==> config.mk <==
export PLATFORM = sky130hd
export DESIGN_NAME = mc_pi_accumulator
export DESIGN_NICKNAME = d
export VERILOG_FILES = /design/src/rtl/mc_pi_pkg.sv /design/src/rtl/mc_pi_scale.sv /design/src/rtl/mc_pi_accumulator.sv
export SDC_FILE = /design/constraint.sdc
export NUM_CORES = 1
export LEC_CHECK = 0
export CAP_MARGIN = 20
export CORE_ASPECT_RATIO = 1.1
export CORE_MARGIN = 1
export CORE_UTILIZATION = 25
export DETAILED_ROUTE_END_ITERATION = 16
export DONT_BUFFER_PORTS = 1
export GPL_TIMING_DRIVEN = 0
export PLACE_DENSITY = 0.44
export SYNTH_ARGS = -nofsm -noshare
export SYNTH_HDL_FRONTEND = slang
export SYNTH_SLANG_ARGS = --single-unit
==> constraint.sdc <==
create_clock -name clk -period 2.56 [get_ports clk]
set_clock_uncertainty 0.05 [all_clocks]
set_input_delay 0.256 -clock clk [delete_from_list [all_inputs] [get_ports clk]]
set_output_delay 0.256 -clock clk [all_outputs]
set_load 0.05 [all_outputs]
==> src/rtl/mc_pi_pkg.sv <==
// Shared definitions for the Monte Carlo pi estimator datapath.
package mc_pi_pkg;

    typedef enum logic [1:0] {
        IDLE = 2'd0,
        RUN  = 2'd1,
        DONE = 2'd2
    } state_t;

    // Defaults shared with the upstream square/add stage
    localparam int unsigned DEF_SUM_W  = 10;
    localparam int unsigned DEF_THRESH = 256;
    localparam int unsigned DEF_LOG_N  = 8;

    // Fractional bits of the pi estimate (Q2.6)
    localparam int unsigned PI_FRAC = 6;

endpackage

==> src/rtl/mc_pi_scale.sv <==
// Hit count to Q2.6 pi estimate: 4*hits/N in PI_FRAC fractional bits, saturated to 8 bits.
module mc_pi_scale
    import mc_pi_pkg::*;
#(
    parameter int unsigned LOG_N = DEF_LOG_N,
    parameter int unsigned CNT_W = LOG_N + 1
) (
    input  logic [CNT_W-1:0] hits,
    output logic [7:0]       pi_q
);

    // Multiply by 4 (two integer bits) plus the fraction, then divide by N
    localparam int unsigned SHIFT = PI_FRAC + 2;

    logic [CNT_W+7:0] scaled;

    // Shift-and-saturate; hits == N yields 256 which clamps to 255
    always_comb begin
        scaled = ((CNT_W+8)'(hits) << SHIFT) >> LOG_N;
        if (scaled > (CNT_W+8)'(8'hFF)) begin
            pi_q = 8'hFF;
        end else begin
            pi_q = scaled[7:0];
        end
    end

endmodule

==> src/rtl/mc_pi_accumulator.sv <==
// Windowed hit counter for the Monte Carlo pi estimator with registered result.
module mc_pi_accumulator
    import mc_pi_pkg::*;
#(
    parameter int unsigned SUM_W  = DEF_SUM_W,
    parameter int unsigned THRESH = DEF_THRESH,
    parameter int unsigned LOG_N  = DEF_LOG_N,
    parameter int unsigned CNT_W  = LOG_N + 1
) (
    input  logic             clk,
    input  logic             rst_n,
    input  logic             start,
    input  logic             sample_valid,
    input  logic [SUM_W-1:0] sample_sum,
    input  logic             result_ack,
    output logic             busy,
    output logic             result_valid,
    output logic [CNT_W-1:0] result_hits,
    output logic [7:0]       pi_q,
    output logic             overrun
);

    localparam logic [CNT_W-1:0] LAST_IDX = CNT_W'((1 << LOG_N) - 1);

    state_t           state;
    state_t           state_next;
    logic [CNT_W-1:0] sample_cnt;
    logic [CNT_W-1:0] hit_cnt;
    logic [CNT_W-1:0] hit_total;
    logic [7:0]       pi_next;
    logic             is_hit;
    logic             restart;
    logic             accept;
    logic             last;
    logic             ovr_set;

    // Hit classification and running total including the current sample
    always_comb begin
        is_hit    = (32'(sample_sum) < THRESH);
        hit_total = hit_cnt + CNT_W'(is_hit);
    end

    mc_pi_scale #(
        .LOG_N (LOG_N),
        .CNT_W (CNT_W)
    ) u_scale (
        .hits (hit_total),
        .pi_q (pi_next)
    );

    // State register
    always_ff @(posedge clk or negedge rst_n) begin
        if (!rst_n) begin
            state <= IDLE;
        end else begin
            state <= state_next;
        end
    end

    // Next-state and datapath control decode
    always_comb begin
        state_next = state;
        restart    = 1'b0;
        accept     = 1'b0;
        last       = 1'b0;
        ovr_set    = 1'b0;
        case (state)
            IDLE: begin
                if (start) begin
                    state_next = RUN;
                    restart    = 1'b1;
                end else if (sample_valid) begin
                    ovr_set = 1'b1;
                end
            end
            RUN: begin
                if (start) begin
                    restart = 1'b1;
                end else if (sample_valid) begin
                    accept = 1'b1;
                    if (sample_cnt == LAST_IDX) begin
                        last       = 1'b1;
                        state_next = DONE;
                    end
                end
            end
            DONE: begin
                if (result_ack && start) begin
                    state_next = RUN;
                    restart    = 1'b1;
                end else begin
                    if (result_ack) begin
                        state_next = IDLE;
                    end
                    if (sample_valid) begin
                        ovr_set = 1'b1;
                    end
                end
            end
            default: state_next = IDLE;
        endcase
    end

    // Sample and hit counters; cleared on every accepted start
    always_ff @(posedge clk or negedge rst_n) begin
        if (!rst_n) begin
            sample_cnt <= '0;
            hit_cnt    <= '0;
        end else if (restart) begin
            sample_cnt <= '0;
            hit_cnt    <= '0;
        end else if (accept) begin
            sample_cnt <= sample_cnt + 1'b1;
            hit_cnt    <= hit_total;
        end
    end

    // Result capture on the final sample of the window
    always_ff @(posedge clk or negedge rst_n) begin
        if (!rst_n) begin
            result_hits <= '0;
            pi_q        <= '0;
        end else if (last) begin
            result_hits <= hit_total;
            pi_q        <= pi_next;
        end
    end

    // Sticky overrun flag for samples dropped outside RUN
    always_ff @(posedge clk or negedge rst_n) begin
        if (!rst_n) begin
            overrun <= 1'b0;
        end else if (restart) begin
            overrun <= 1'b0;
        end else if (ovr_set) begin
            overrun <= 1'b1;
        end
    end

    // Status outputs decoded from the state register only
    always_comb begin
        busy         = (state == RUN);
        result_valid = (state == DONE);
    end

endmodule
==> flow_metrics.py <==
metrics = {
    "status": {
        "status": "complete, no violations",
    },
    "placement": {
        "port_buffers": 0,
        "place_congestion": 0.6819,
        "dpl.hpwl_microns": 2754,
    },
    "setup_path": {
        "rr_worst_depth": 9,
        "worst-path-max-fanout": 6,
        "endpoint_kind": "flop",
        "reg2reg_from": "sample_cnt[0]",
        "r2r_end": "result_hits[1]",
        "slowest_delay_ps": 380,
        "cp_num_buf_inv": 2,
        "worstPathRequired_ps": 2690,
        "crit_family": "simple AND/OR/NAND/NOR gates",
        "critPathLaunchType": "flop",
        "cp_slowest_cell": "dfrtp_1",
        "path_cells": "ha_1, nand2_1, nor3_1, ha_1, nand2_1, nor4_4, buf_4, buf_4, mux2_2",
        "arrival_ps": 2310,
        "worstSetupPathType": "reg -> reg",
        "rrSetupSlack_ps": 380,
    },
    "layout": {
        "antennaDiodeCount": 0,
        "multiInputGateArea_sq_um": 782.0,
        "areaGrowthSynthToFinish_pct": 13.66,
        "fillers": 713,
        "nNetsFinal": 208,
        "drive_gt1_share_pct": 13.76,
        "fin_util_pct": 29.27,
        "seqCellArea_sq_um": 950.9,
    },
    "drt": {
        "antenna_left": 0,
        "vias": 1312,
        "route.detailed.drc": 0,
        "drtPass1Iterations": 4,
        "wl_microns": 4034,
        "vias_per_cell": 4.788,
        "first_iter_violations": 89,
        "wl_per_cell_microns": 14.72,
    },
    "synth": {
        "yosysWarnings": 0,
        "synth_edf_count": 0,
        "ys_types": 35,
        "ys_ff_latch": 38,
        "syn_inst": 177,
        "postSynthAreaPerCell_sq_um": 10.19,
        "synthArstFlopShare_pct": 100.0,
        "yosysSeqAreaShare_pct": 52.70,
        "synth_fp_nets": 197,
        "synth_area_sq_mm": 0.001804,
        "synthFlopType": "dfrtp_1",
    },
    "die": {
        "die_y_microns": 91.10,
        "start_util_pct": 25.75,
        "ios": 35,
        "core_area_sq_mm": 0.007007,
        "dieArea_sq_mm": 0.007561,
        "core.rowCount": 32,
        "die-width_microns": 83,
    },
    "global_route": {
        "grt_usage_pct": 11.64,
        "gr-total-overflow": 0,
        "grt_pass1_vias": 1334,
        "grt_max_degree": 39,
        "antenna_found_initial": 0,
        "grt_pass1_wl_microns": 6927,
    },
    "pwr": {
        "power.internal_mw": 0.8401,
        "vdd_drop_max_mv": 0.1674,
        "clockPowerShare_pct": 39.5,
        "p_sw_mw": 0.2546,
        "power_frac_seq_pct": 55.7,
        "swShare_pct": 23.26,
        "combPwrFrac_pct": 4.8,
        "pwr_density_cell_mw_per_mm2": 533.8,
        "power.leakage_nw": 0.9301,
    },
    "timing": {
        "relSlewSlack_pct": 36.36,
        "min_period_ps": 2183,
        "finalHoldViolCount": 0,
        "tightest_slew_ps": 951.1,
        "finalMaxSlewViolations": 0,
        "finalSetupViolCount": 0,
        "tns_ps": 0,
        "rsz0062_at_grt": "no",
        "max_freq_mhz": 458.1,
        "fin_crit_sh_pct": 85.26,
    },
    "clock_network": {
        "cts_buffer_depth": 2,
        "clkSlewWorstSetupHoldPaths_ps": 80,
        "cts_tree": "yes",
        "h-tree-depth": 2,
        "root_buffer": "clkbuf_8",
        "clk_latency_ps": 290,
        "postCtsResizedCells": 0,
        "clkSinkCount": 38,
        "cts_buffers": 5,
    },
    "hold_path": {
        "hold_path.class": "in -> reg",
        "holdPathEnd": "state[0]",
        "min_from": "start",
        "hold_depth": 2,
    },
    "run": {
        "maxCapViolCount": 0,
    },
}
[area by class of cell]
class                      instances  share of cell area, %
buffer                             8                  2.196
clock buffer                       6                  4.027
clock inverter                     2                 0.6101
inverter                           7                  1.281
multi-input combinational        124                  38.13
sequential                        38                  46.37
tap                               85                  5.186
timing repair buffer               4                  2.196
[flip-flops by register name (all words and copies together) (netlist names)]
register	flops
sample_cnt	9
result_hits	9
state	2
pi_q	8
hit_cnt	9
overrun	1
[routing by layer]
| metal | global-route usage, % | up-vias | wire (microns) |
|---|---|---|---|
| met1 | 14.96 | 644 | 1894 |
| met5 | 0 | - | 0 |
| met3 | 3.091 | 6 | 155 |
| met4 | 5.029 | 0 | 73 |
| li1 | - | 640 | - |
| met2 | 18.37 | 22 | 1910 |
[worst max-delay path by stage]
stage | from | endpoint | slack, ps | cells after the start
global route | sample_cnt[0] | result_hits[0] | 240 | 9
floorplan | sample_cnt[0] | pi_q[7] | 690 | 9
finish | sample_cnt[0] | result_hits[1] | 380 | 9
global placement | sample_cnt[0] | result_hits[7] | 230 | 9
CTS | sample_cnt[0] | result_hits[7] | 190 | 9
detailed placement | sample_cnt[0] | result_hits[7] | 210 | 9
[metrics by stage]
step	setup WS [ps]	instances	total power [mW]	hold WS, ps	area (sq um)
6_report	377.3	274	1.095	39.88	2051
4_1_cts	188.1	272	1.116	34.45	2036
2_1_floorplan	693.8	177	0.6487	-89.59	1804
3_5_place_dp	213.4	262	0.6584	-88.70	1911
5_1_grt	239.0	274	1.153	62.21	2051
3_3_place_gp	226.0	262	0.6589	-88.75	1911
[synthesized netlist by cell type, types with 2 or more instances]
| master | number | area (sq um) |
|---|---|---|
| xnor2_1 | 8 | 70.07 |
| dfrtp_1 | 38 | 950.9 |
| nor4_1 | 4 | 25.02 |
| buf_2 | 6 | 30.03 |
| a22o_1 | 3 | 26.28 |
| a21oi_1 | 14 | 70.07 |
| xor2_1 | 3 | 26.28 |
| or3_1 | 2 | 12.51 |
| nor3_1 | 5 | 25.02 |
| ha_1 | 5 | 62.56 |
| nand3_1 | 7 | 35.03 |
| nand2_1 | 10 | 37.54 |
| inv_1 | 6 | 22.52 |
| nand4_1 | 2 | 12.51 |
| a21o_1 | 5 | 37.54 |
| o2bb2ai_1 | 3 | 26.28 |
| mux2_2 | 3 | 33.78 |
| nor2_1 | 26 | 97.59 |
| o21ai_0 | 10 | 50.05 |
| o22a_1 | 2 | 17.52 |
[power by group through the flow]
stage | clock [mW] | combinational, mW | sequential [mW]
floorplan | 0 | 0.0279 | 0.621
global placement | 0 | 0.0372 | 0.622
detailed placement | 0 | 0.0368 | 0.622
CTS | 0.452 | 0.0551 | 0.610
global route | 0.482 | 0.0608 | 0.610
finish | 0.432 | 0.0529 | 0.610
[worst reg2reg max path, cell delays in order, from the launching register on]
cell and delay (ps):
dfrtp_1 380, ha_1 200, nand2_1 90, nor3_1 230, ha_1 190, nand2_1 100
nor4_4 210, buf_4 180, buf_4 140, mux2_2 330
[layout by cell type (no fill, tap or decap), types with 6 or more instances in the layout]
| master | instances |
|---|---|
| nor2_1 | 26 |
| inv_1 | 6 |
| buf_2 | 6 |
| a21oi_1 | 14 |
| xnor2_1 | 8 |
| nand3_1 | 7 |
| clkbuf_8 | 6 |
| dfrtp_1 | 38 |
| o21ai_0 | 10 |
| nand2_1 | 10 |
[cells by family (layout without fill, tap and decap cells)]
| group | after synthesis | after routing | share of synthesized area (%) |
|---|---|---|---|
| flops | 38 | 38 | 52.70 |
| simple gates | 63 | 63 | 17.68 |
| buf+inv | 15 | 27 | 3.952 |
| fa+ha+maj | 5 | 5 | 3.467 |
| xor+xnor | 11 | 11 | 5.340 |
| compound gates | 41 | 41 | 14.43 |
| mux | 4 | 4 | 2.427 |
[what timing repair did]
action                                  CTS  global route
setup buffers                             0             2
endpoints found under the setup margin    0             1
hold buffers                              2             0
endpoints found under the hold margin    38             0
Note: power is estimated with default switching activity, not from simulation.
